### config.mk
export PLATFORM = sky130hd
export DESIGN_NAME = mult_final_adder_flat
export DESIGN_NICKNAME = d
export VERILOG_FILES = /design/src/rtl/mult_final_adder_pkg.sv /design/src/rtl/mult_final_adder_if.sv /design/src/rtl/mult_final_adder_cpa_adder.sv /design/src/rtl/mult_final_adder.sv /design/src/flat_wrapper.sv
export SDC_FILE = /design/constraint.sdc
export NUM_CORES = 1
export LEC_CHECK = 0
export CAP_MARGIN = 40
export CORE_AREA = 2 2 119 121
export DETAILED_ROUTE_END_ITERATION = 10
export DIE_AREA = 0 0 121 123
export DONT_BUFFER_PORTS = 1
export SYNTH_ARGS = -nofsm -noshare
export SYNTH_HDL_FRONTEND = slang
export SYNTH_SLANG_ARGS = --single-unit
export TNS_END_PERCENT = 5
### constraint.sdc
create_clock -name clk -period 2.5 [get_ports clk]
set_clock_uncertainty 0.1 [all_clocks]
set_input_delay 0.25 -clock clk [delete_from_list [all_inputs] [get_ports clk]]
set_output_delay 0.25 -clock clk [all_outputs]
set_load 0.01 [all_outputs]
### src/rtl/mult_final_adder_pkg.sv
// Shared sizing constants for the multiplier datapath. The compressor and the
// partial-product generator use the same values.
package mult_final_adder_pkg;

    localparam int MULT_WIDTH = 32;
    localparam int MULT_SPLIT = 16;
    localparam int MULT_TAG_W = 4;

endpackage

### src/rtl/mult_final_adder_if.sv
// Handshake bus of the final adder. The compressor side is in_*, and the
// result-register side is out_*. The master drives beats in and takes results out.
interface mult_final_adder_if
    import mult_final_adder_pkg::*;
#(
    parameter int WIDTH = MULT_WIDTH,
    parameter int TAG_W = MULT_TAG_W
);
    logic             in_valid;
    logic             in_ready;
    logic [WIDTH-1:0] in_sum;
    logic [WIDTH-1:0] in_carry;
    logic [TAG_W-1:0] in_tag;
    logic             out_valid;
    logic             out_ready;
    logic [WIDTH-1:0] out_product;
    logic [TAG_W-1:0] out_tag;
    logic             out_ovf;

    modport master (
        output in_valid, in_sum, in_carry, in_tag, out_ready,
        input  in_ready, out_valid, out_product, out_tag, out_ovf
    );

    modport slave (
        input  in_valid, in_sum, in_carry, in_tag, out_ready,
        output in_ready, out_valid, out_product, out_tag, out_ovf
    );
endinterface

### src/rtl/mult_final_adder_cpa_adder.sv
// Purely combinational N-bit carry-propagate adder: {cout, sum} = a + b + cin.
module cpa_adder #(
    parameter int N = 16
) (
    input  logic [N-1:0] a_i,
    input  logic [N-1:0] b_i,
    input  logic         cin_i,
    output logic [N-1:0] sum_o,
    output logic         cout_o
);
    assign {cout_o, sum_o} = {1'b0, a_i} + {1'b0, b_i} + {{N{1'b0}}, cin_i};
endmodule

### src/rtl/mult_final_adder.sv
// Final carry-propagate stage of the multiplier. It resolves the Sum/Carry pair
// into one binary product over two pipeline stages. Stage 1 adds the low half and
// holds the high halves. Stage 2 adds the high half with the mid carry. Both
// sides use valid/ready, and the pipeline sustains one beat per cycle.
module mult_final_adder
    import mult_final_adder_pkg::*;
#(
    parameter int WIDTH = MULT_WIDTH,
    parameter int SPLIT = MULT_SPLIT,
    parameter int TAG_W = MULT_TAG_W
) (
    input  logic               clk,
    input  logic               rst_n,
    mult_final_adder_if.slave  bus
);
    localparam int HI_W = WIDTH - SPLIT;

    logic             s1_valid_q, s1_valid_d;
    logic             s2_valid_q, s2_valid_d;
    logic [SPLIT:0]   s1_lo_q;
    logic [HI_W-1:0]  s1_hi_s_q;
    logic [HI_W-1:0]  s1_hi_c_q;
    logic [TAG_W-1:0] s1_tag_q;
    logic [WIDTH-1:0] out_product_q;
    logic [TAG_W-1:0] out_tag_q;
    logic             out_ovf_q;

    logic             s1_load;
    logic             s2_adv;
    logic [SPLIT-1:0] lo_sum;
    logic             lo_cout;
    logic [HI_W-1:0]  hi_sum;
    logic             hi_cout;

    // Low half is added straight off the input bus, so its carry is registered with it.
    cpa_adder #(.N(SPLIT)) u_lo_add (
        .a_i    (bus.in_sum[SPLIT-1:0]),
        .b_i    (bus.in_carry[SPLIT-1:0]),
        .cin_i  (1'b0),
        .sum_o  (lo_sum),
        .cout_o (lo_cout)
    );

    // High half consumes the held upper bits plus the registered mid carry.
    cpa_adder #(.N(HI_W)) u_hi_add (
        .a_i    (s1_hi_s_q),
        .b_i    (s1_hi_c_q),
        .cin_i  (s1_lo_q[SPLIT]),
        .sum_o  (hi_sum),
        .cout_o (hi_cout)
    );

    // Handshake: stage 2 takes stage 1's beat when it is empty or draining this
    // cycle. Stage 1 accepts whenever it will be vacant after this edge.
    always_comb begin
        s2_adv     = s1_valid_q && (!s2_valid_q || bus.out_ready);
        s1_load    = bus.in_valid && (!s1_valid_q || s2_adv);
        s1_valid_d = s1_load ? 1'b1 : (s2_adv ? 1'b0 : s1_valid_q);
        s2_valid_d = s2_adv ? 1'b1 : (bus.out_ready ? 1'b0 : s2_valid_q);
    end

    assign bus.in_ready    = !s1_valid_q || s2_adv;
    assign bus.out_valid   = s2_valid_q;
    assign bus.out_product = out_product_q;
    assign bus.out_tag     = out_tag_q;
    assign bus.out_ovf     = out_ovf_q;

    // Stage occupancy flags; reset discards any in-flight beats immediately.
    always_ff @(posedge clk or negedge rst_n) begin
        if (!rst_n) begin
            s1_valid_q <= 1'b0;
            s2_valid_q <= 1'b0;
        end else begin
            s1_valid_q <= s1_valid_d;
            s2_valid_q <= s2_valid_d;
        end
    end

    // Stage 1 holding registers; they change only when a new beat is accepted.
    always_ff @(posedge clk) begin
        if (s1_load) begin
            s1_lo_q   <= {lo_cout, lo_sum};
            s1_hi_s_q <= bus.in_sum[WIDTH-1:SPLIT];
            s1_hi_c_q <= bus.in_carry[WIDTH-1:SPLIT];
            s1_tag_q  <= bus.in_tag;
        end
    end

    // Stage 2 result registers. They are cleared on reset and held while the consumer stalls.
    always_ff @(posedge clk or negedge rst_n) begin
        if (!rst_n) begin
            out_product_q <= '0;
            out_tag_q     <= '0;
            out_ovf_q     <= 1'b0;
        end else if (s2_adv) begin
            out_product_q <= {hi_sum, s1_lo_q[SPLIT-1:0]};
            out_tag_q     <= s1_tag_q;
            out_ovf_q     <= hi_cout;
        end
    end
endmodule

### src/flat_wrapper.sv
// flat-port wrapper written by rule: the top's interface ports become plain ports
module mult_final_adder_flat import mult_final_adder_pkg::*;
#(
    parameter int WIDTH = MULT_WIDTH,
    parameter int SPLIT = MULT_SPLIT,
    parameter int TAG_W = MULT_TAG_W
)
  (clk, rst_n, bus_in_valid, bus_in_sum, bus_in_carry, bus_in_tag, bus_out_ready, bus_in_ready, bus_out_valid, bus_out_product, bus_out_tag, bus_out_ovf);
  mult_final_adder_if #(.WIDTH(WIDTH), .TAG_W(TAG_W)) bus_i ();
  input  logic clk;
  input  logic rst_n;
  input wire logic [$bits(bus_i.in_valid)-1:0] bus_in_valid;
  input wire logic [$bits(bus_i.in_sum)-1:0] bus_in_sum;
  input wire logic [$bits(bus_i.in_carry)-1:0] bus_in_carry;
  input wire logic [$bits(bus_i.in_tag)-1:0] bus_in_tag;
  input wire logic [$bits(bus_i.out_ready)-1:0] bus_out_ready;
  output wire logic [$bits(bus_i.in_ready)-1:0] bus_in_ready;
  output wire logic [$bits(bus_i.out_valid)-1:0] bus_out_valid;
  output wire logic [$bits(bus_i.out_product)-1:0] bus_out_product;
  output wire logic [$bits(bus_i.out_tag)-1:0] bus_out_tag;
  output wire logic [$bits(bus_i.out_ovf)-1:0] bus_out_ovf;
  assign bus_i.in_valid = bus_in_valid;
  assign bus_i.in_sum = bus_in_sum;
  assign bus_i.in_carry = bus_in_carry;
  assign bus_i.in_tag = bus_in_tag;
  assign bus_i.out_ready = bus_out_ready;
  assign bus_in_ready = bus_i.in_ready;
  assign bus_out_valid = bus_i.out_valid;
  assign bus_out_product = bus_i.out_product;
  assign bus_out_tag = bus_i.out_tag;
  assign bus_out_ovf = bus_i.out_ovf;
  mult_final_adder #(.WIDTH(WIDTH), .SPLIT(SPLIT), .TAG_W(TAG_W)) u_core (.clk(clk), .rst_n(rst_n), .bus(bus_i));
endmodule
# Yosys cells after proc, flatten, opt, wreduce, memory -nomap -nowiden
# Index checks and enable logic that the tools add are counted.
# totals
regBits	92
out_inout_bits	39
# classes
addsub	3
muxes	4
reduce_logical	8
# ops
cell	count
$add A16 B16 Y17	2
$add A17 B1 Y17	1
$mux W1	4
$reduce_bool A2 Y1	2
$logic_and A1 B1 Y1	2
$logic_not A1 Y1	2
$logic_or A1 B1 Y1	2

# Longest topological paths before layout
# depth
depth_word	6
ltp_mapped	8
mapped_depth_nobuf	7

# Hierarchy
# From an unflattened synthesis, not the netlist that was laid out.
# hier_totals
hier_cells	329
hier_area_um2	4737.0
# modules_own_cells
mod	instances	cells_each	area_per_inst_um2
mult_final_adder	1	139	3213.1
cpa_adder at u_core.u_lo_add	1	101	790.8
cpa_adder at u_core.u_hi_add	1	89	733.2

# Least setup slack after synthesis
# Ideal clock, no wire load.
# synth_timing
path_type	reg2reg
start	reg u_core.s1_lo_q[16]
end	reg u_core.out_product_q[28], in the netlist u_core.bus.out_product[28]
setup_time_ns	0.069
arrival_ns	2.259
t_required_ns	2.331
setup_slack_ns	0.073
path_stages_with_launch	8
n_path_buf	0
path_cell_list	edfxtp_1 -> fa_1 -> fa_1 -> a21oi_1 -> o21ba_2 -> a21oi_1 -> or4_1 -> nand3_1
# synth_between
elab_chain_len	1
# synth_rtl
element	line	text
from (decl)	mult_final_adder.sv:20	logic [SPLIT:0] s1_lo_q;
from (signal assigned)	mult_final_adder.sv:82	s1_lo_q <= {lo_cout, lo_sum};
$add A17 B1 Y17	mult_final_adder_cpa_adder.sv:11	assign {cout_o, sum_o} = {1'b0, a_i} + {1'b0, b_i} + {{N{1'b0}}, cin_i};
to (signal assigned)	mult_final_adder.sv:96	out_product_q <= {hi_sum, s1_lo_q[SPLIT-1:0]};
to (decl)	mult_final_adder.sv:24	logic [WIDTH-1:0] out_product_q;
# Every way passes these cells.
# A chain may end at the register's enable or synchronous reset.

# Final worst setup path
# Ends and elaborated chain as after synthesis.

==> impl_metrics.yaml <==
route:
  ant_nets: 0
  detail_route.vias_per_cell: 5.284
  finalWirelength_mm: 10.81
  vias: 3482
  route.detailed.drc: 0
  drt_iter0_drc: 173
  drtPass1Iterations: 4
  wl_per_cell_um: 16.41
grt:
  antenna_found_initial: 0
  grt_util_met2_pct: 25.25
  grtUsageTotal_pct: 15.15
  gr-total-overflow: 0
  grt.met1_usage_pct: 17.47
  grt_pass1_wl_mm: 17.44
  grt_pass1_vias: 3651
  gr-max-usage-layer: "met2"
  grt_use_met3_pct: 4.751
  grt_max_degree: 40
clock_network:
  cts_buffer_depth: 2
  cts.sinks: 92
  post-cts-setup-buffers: 0
  cts_tree: "done"
  cts_buffers: 9
  htree_levels: 3
  path_clk_slew_ps: 60
  clk_latency_ps: 350
  root_buffer: "clkbuf_16"
cells_and_area:
  num_antenna_cells: 0
  drive_gt1_share_pct: 7.307
  final.fill_count: 1315
  syn_to_final_growth_pct: 21.88
  final_util_pct: 41.98
  nNetsFinal: 580
setup_path:
  r2r_start: "u_core.s1_lo_q[16]"
  path_cells: "fa_2 -> fa_2 -> a21oi_2 -> o21ba_2 -> a21oi_1 -> or4_1 -> nand3_1"
  cp.depth: 7
  crit_family: "adder cells"
  critPathLaunchType: "flip-flop"
  cp_slowest_cell: "or4_1"
  crit_type: "flip-flop to flip-flop"
  path_max_fanout: 2
  critPathMaxStageDelay_ps: 470
  reg2reg_depth: 7
  cp.required_ps: 2680
  cp.arrival_ps: 2540
  crit_buf_inv: 0
  r2r_end: "u_core.bus.out_product[28]"
  crit_top_cell: "fa_2"
  end_kind: "flip-flop"
  r2r_setup_slack_ps: 140
power_and_ir_drop:
  p_per_area_nw_per_um2: 748.9
  cellLeakagePower_nw: 2.399
  total_power_mw: 4.279
  max-vdd-ir-drop_v: 0.0003175
sta:
  hold_ws_ps: 39.15
  min_period_ps: 2355
  final-hold-violation-count: 0
  finalSetupTns_ps: 0
  maxSlewHeadroom_pct: 52.91
  worstMarginPinSlew_ps: 700.0
  drv_slew: 0
  grt_setup_unrepaired: "no"
  max_freq_ghz: 0.4246
  finalSetupViolations: 0
  timing.final.ws_setup_ps: 144.8
  fin_crit_sh_pct: 94.21
synth:
  async_flop_share_pct: 42.39
  synth-edff-count: 53
  synth.distinct_cells: 47
  yosysMostFrequentCell: "nand2_1"
  synth_cells: 429
  yosys.area.top_type: "edfxtp_1"
  synth_common_cells: "101 x nand2_1, 53 x edfxtp_1, 39 x dfrtp_1, 31 x ha_1, 20 x a21oi_1"
  synth_area_per_cell_sq_um: 10.93
  synth_seq_cells: 92
  syn_area_sq_um: 4688
  syn-num-nets: 535
  synth_top_area_share_pct: 33.95
  yosysSeqAreaShare_pct: 54.76
  yosys_warnings: 0
  synth_flop_cell: "edfxtp_1"
  synth_area_leaders: "edfxtp_1 34%, dfrtp_1 21%, ha_1 8.3%"
die:
  io_pins: 111
  die_h_um: 123
  dieArea_sq_um: 14880
  initial_core_util_pct: 34.44
  core_area_sq_um: 13610
  die_x_um: 121
  row_count: 43
placement:
  pre_cts_ws_ps: 1.091
  io_buffers: 0
  hpwl_mm: 7.750
  gp_congestion: 0.9543
min_path:
  hold_class: "input pin to flip-flop"
  worstHoldStart: "bus_out_ready"
  holdPathEnd: "u_core.bus.out_valid"
  whs_path_depth: 2
job:
  maxCapViolations: 0
outcome:
  outcome: "finished, final reports clean"
==> per-layer routing <==
layer	wire length [um]	part of all wire [%]
met1	4602	43
met2	5058	47
met3	828	7.7
met4	322	3.0
met5	0	0
==> cell type report <==
class                      count  area (sq um)  share of cell area, %
clock buffer                   9         225.2                  3.941
timing repair buffer          49         510.5                  8.934
multi-input combinational    321          2085                  36.48
inverter                       1         3.754                0.06569
sequential                    92          2567                  44.93
clock inverter                 7         97.59                  1.708
tap                          180         225.2                  3.941
==> cells by family after synthesis <==
logic type | synth area share, %
fa+ha+maj | 9.554
compound gates | 14.65
mux | 0.4270
xor+xnor | 3.550
flops | 54.76
simple gates | 15.77
buf+inv | 1.281
==> cell usage in the layout, fill, tap and decap left out, types with 4 or more instances in the layout <==
cell,Yosys,layout
and3_1,6,6
dfrtp_1,39,39
o21ai_0,18,18
a211oi_1,6,5
edfxtp_1,53,53
nand2_1,101,100
buf_4,0,7
xor2_1,10,10
xnor2_1,9,9
and2_1,5,4
clkbuf_16,0,9
nand2b_1,7,7
a21oi_1,20,19
ha_1,31,31
nor2_1,16,16
nand3_1,11,11
o211ai_1,6,6
nor3_1,6,6
a21o_1,17,17
dlygate4sd3_1,0,39
==> what timing repair did <==
action / 4_1_cts / 5_1_grt
endpoints found under the setup margin: 1 / 6
gates resized for setup: 1 / 4
endpoints found under the hold margin: 77 / 0
pin swaps: 0 / 2
hold buffers: 40 / 0
==> report_power, final <==
group          leakage [nW]  total, mW  internal [mW]  switching [mW]
clock                 0.154       1.48          0.881           0.600
sequential            0.981       2.04           1.84           0.200
combinational          1.26      0.756          0.328           0.428
total                  2.40       4.28           3.05            1.23
==> per-stage QoR <==
stage / instances / instance area [sq um]
after floorplan: 429 / 4688
after global placement: 603 / 4954
after detailed placement: 603 / 4954
after CTS: 659 / 5698
after global routing: 659 / 5714
final: 659 / 5714
==> registers in the layout, summed over array words and instances (netlist names) <==
signal	flops
u_core.bus.out_ovf	1
u_core.s1_valid_q	1
u_core.bus.out_product	32
u_core.s1_hi_s_q	16
u_core.s1_hi_c_q	16
u_core.s1_lo_q	17
u_core.bus.out_tag	4
u_core.s1_tag_q	4
u_core.bus.out_valid	1
==> worst max-delay path by stage <==
stage | slack [ps] | endpoint | startpoint
after floorplan | 70 | u_core.bus.out_product[28] | u_core.s1_lo_q[16]
after global placement | 50 | u_core.bus.out_product[28] | u_core.s1_lo_q[16]
after detailed placement | 1 | u_core.bus.out_product[28] | u_core.s1_lo_q[16]
after CTS | 10 | u_core.bus.out_product[28] | u_core.s1_lo_q[16]
after global routing | 30 | u_core.bus.out_product[28] | u_core.s1_lo_q[16]
final | 140 | u_core.bus.out_product[28] | u_core.s1_lo_q[16]
Note: power is estimated with default switching activity, not from simulation.
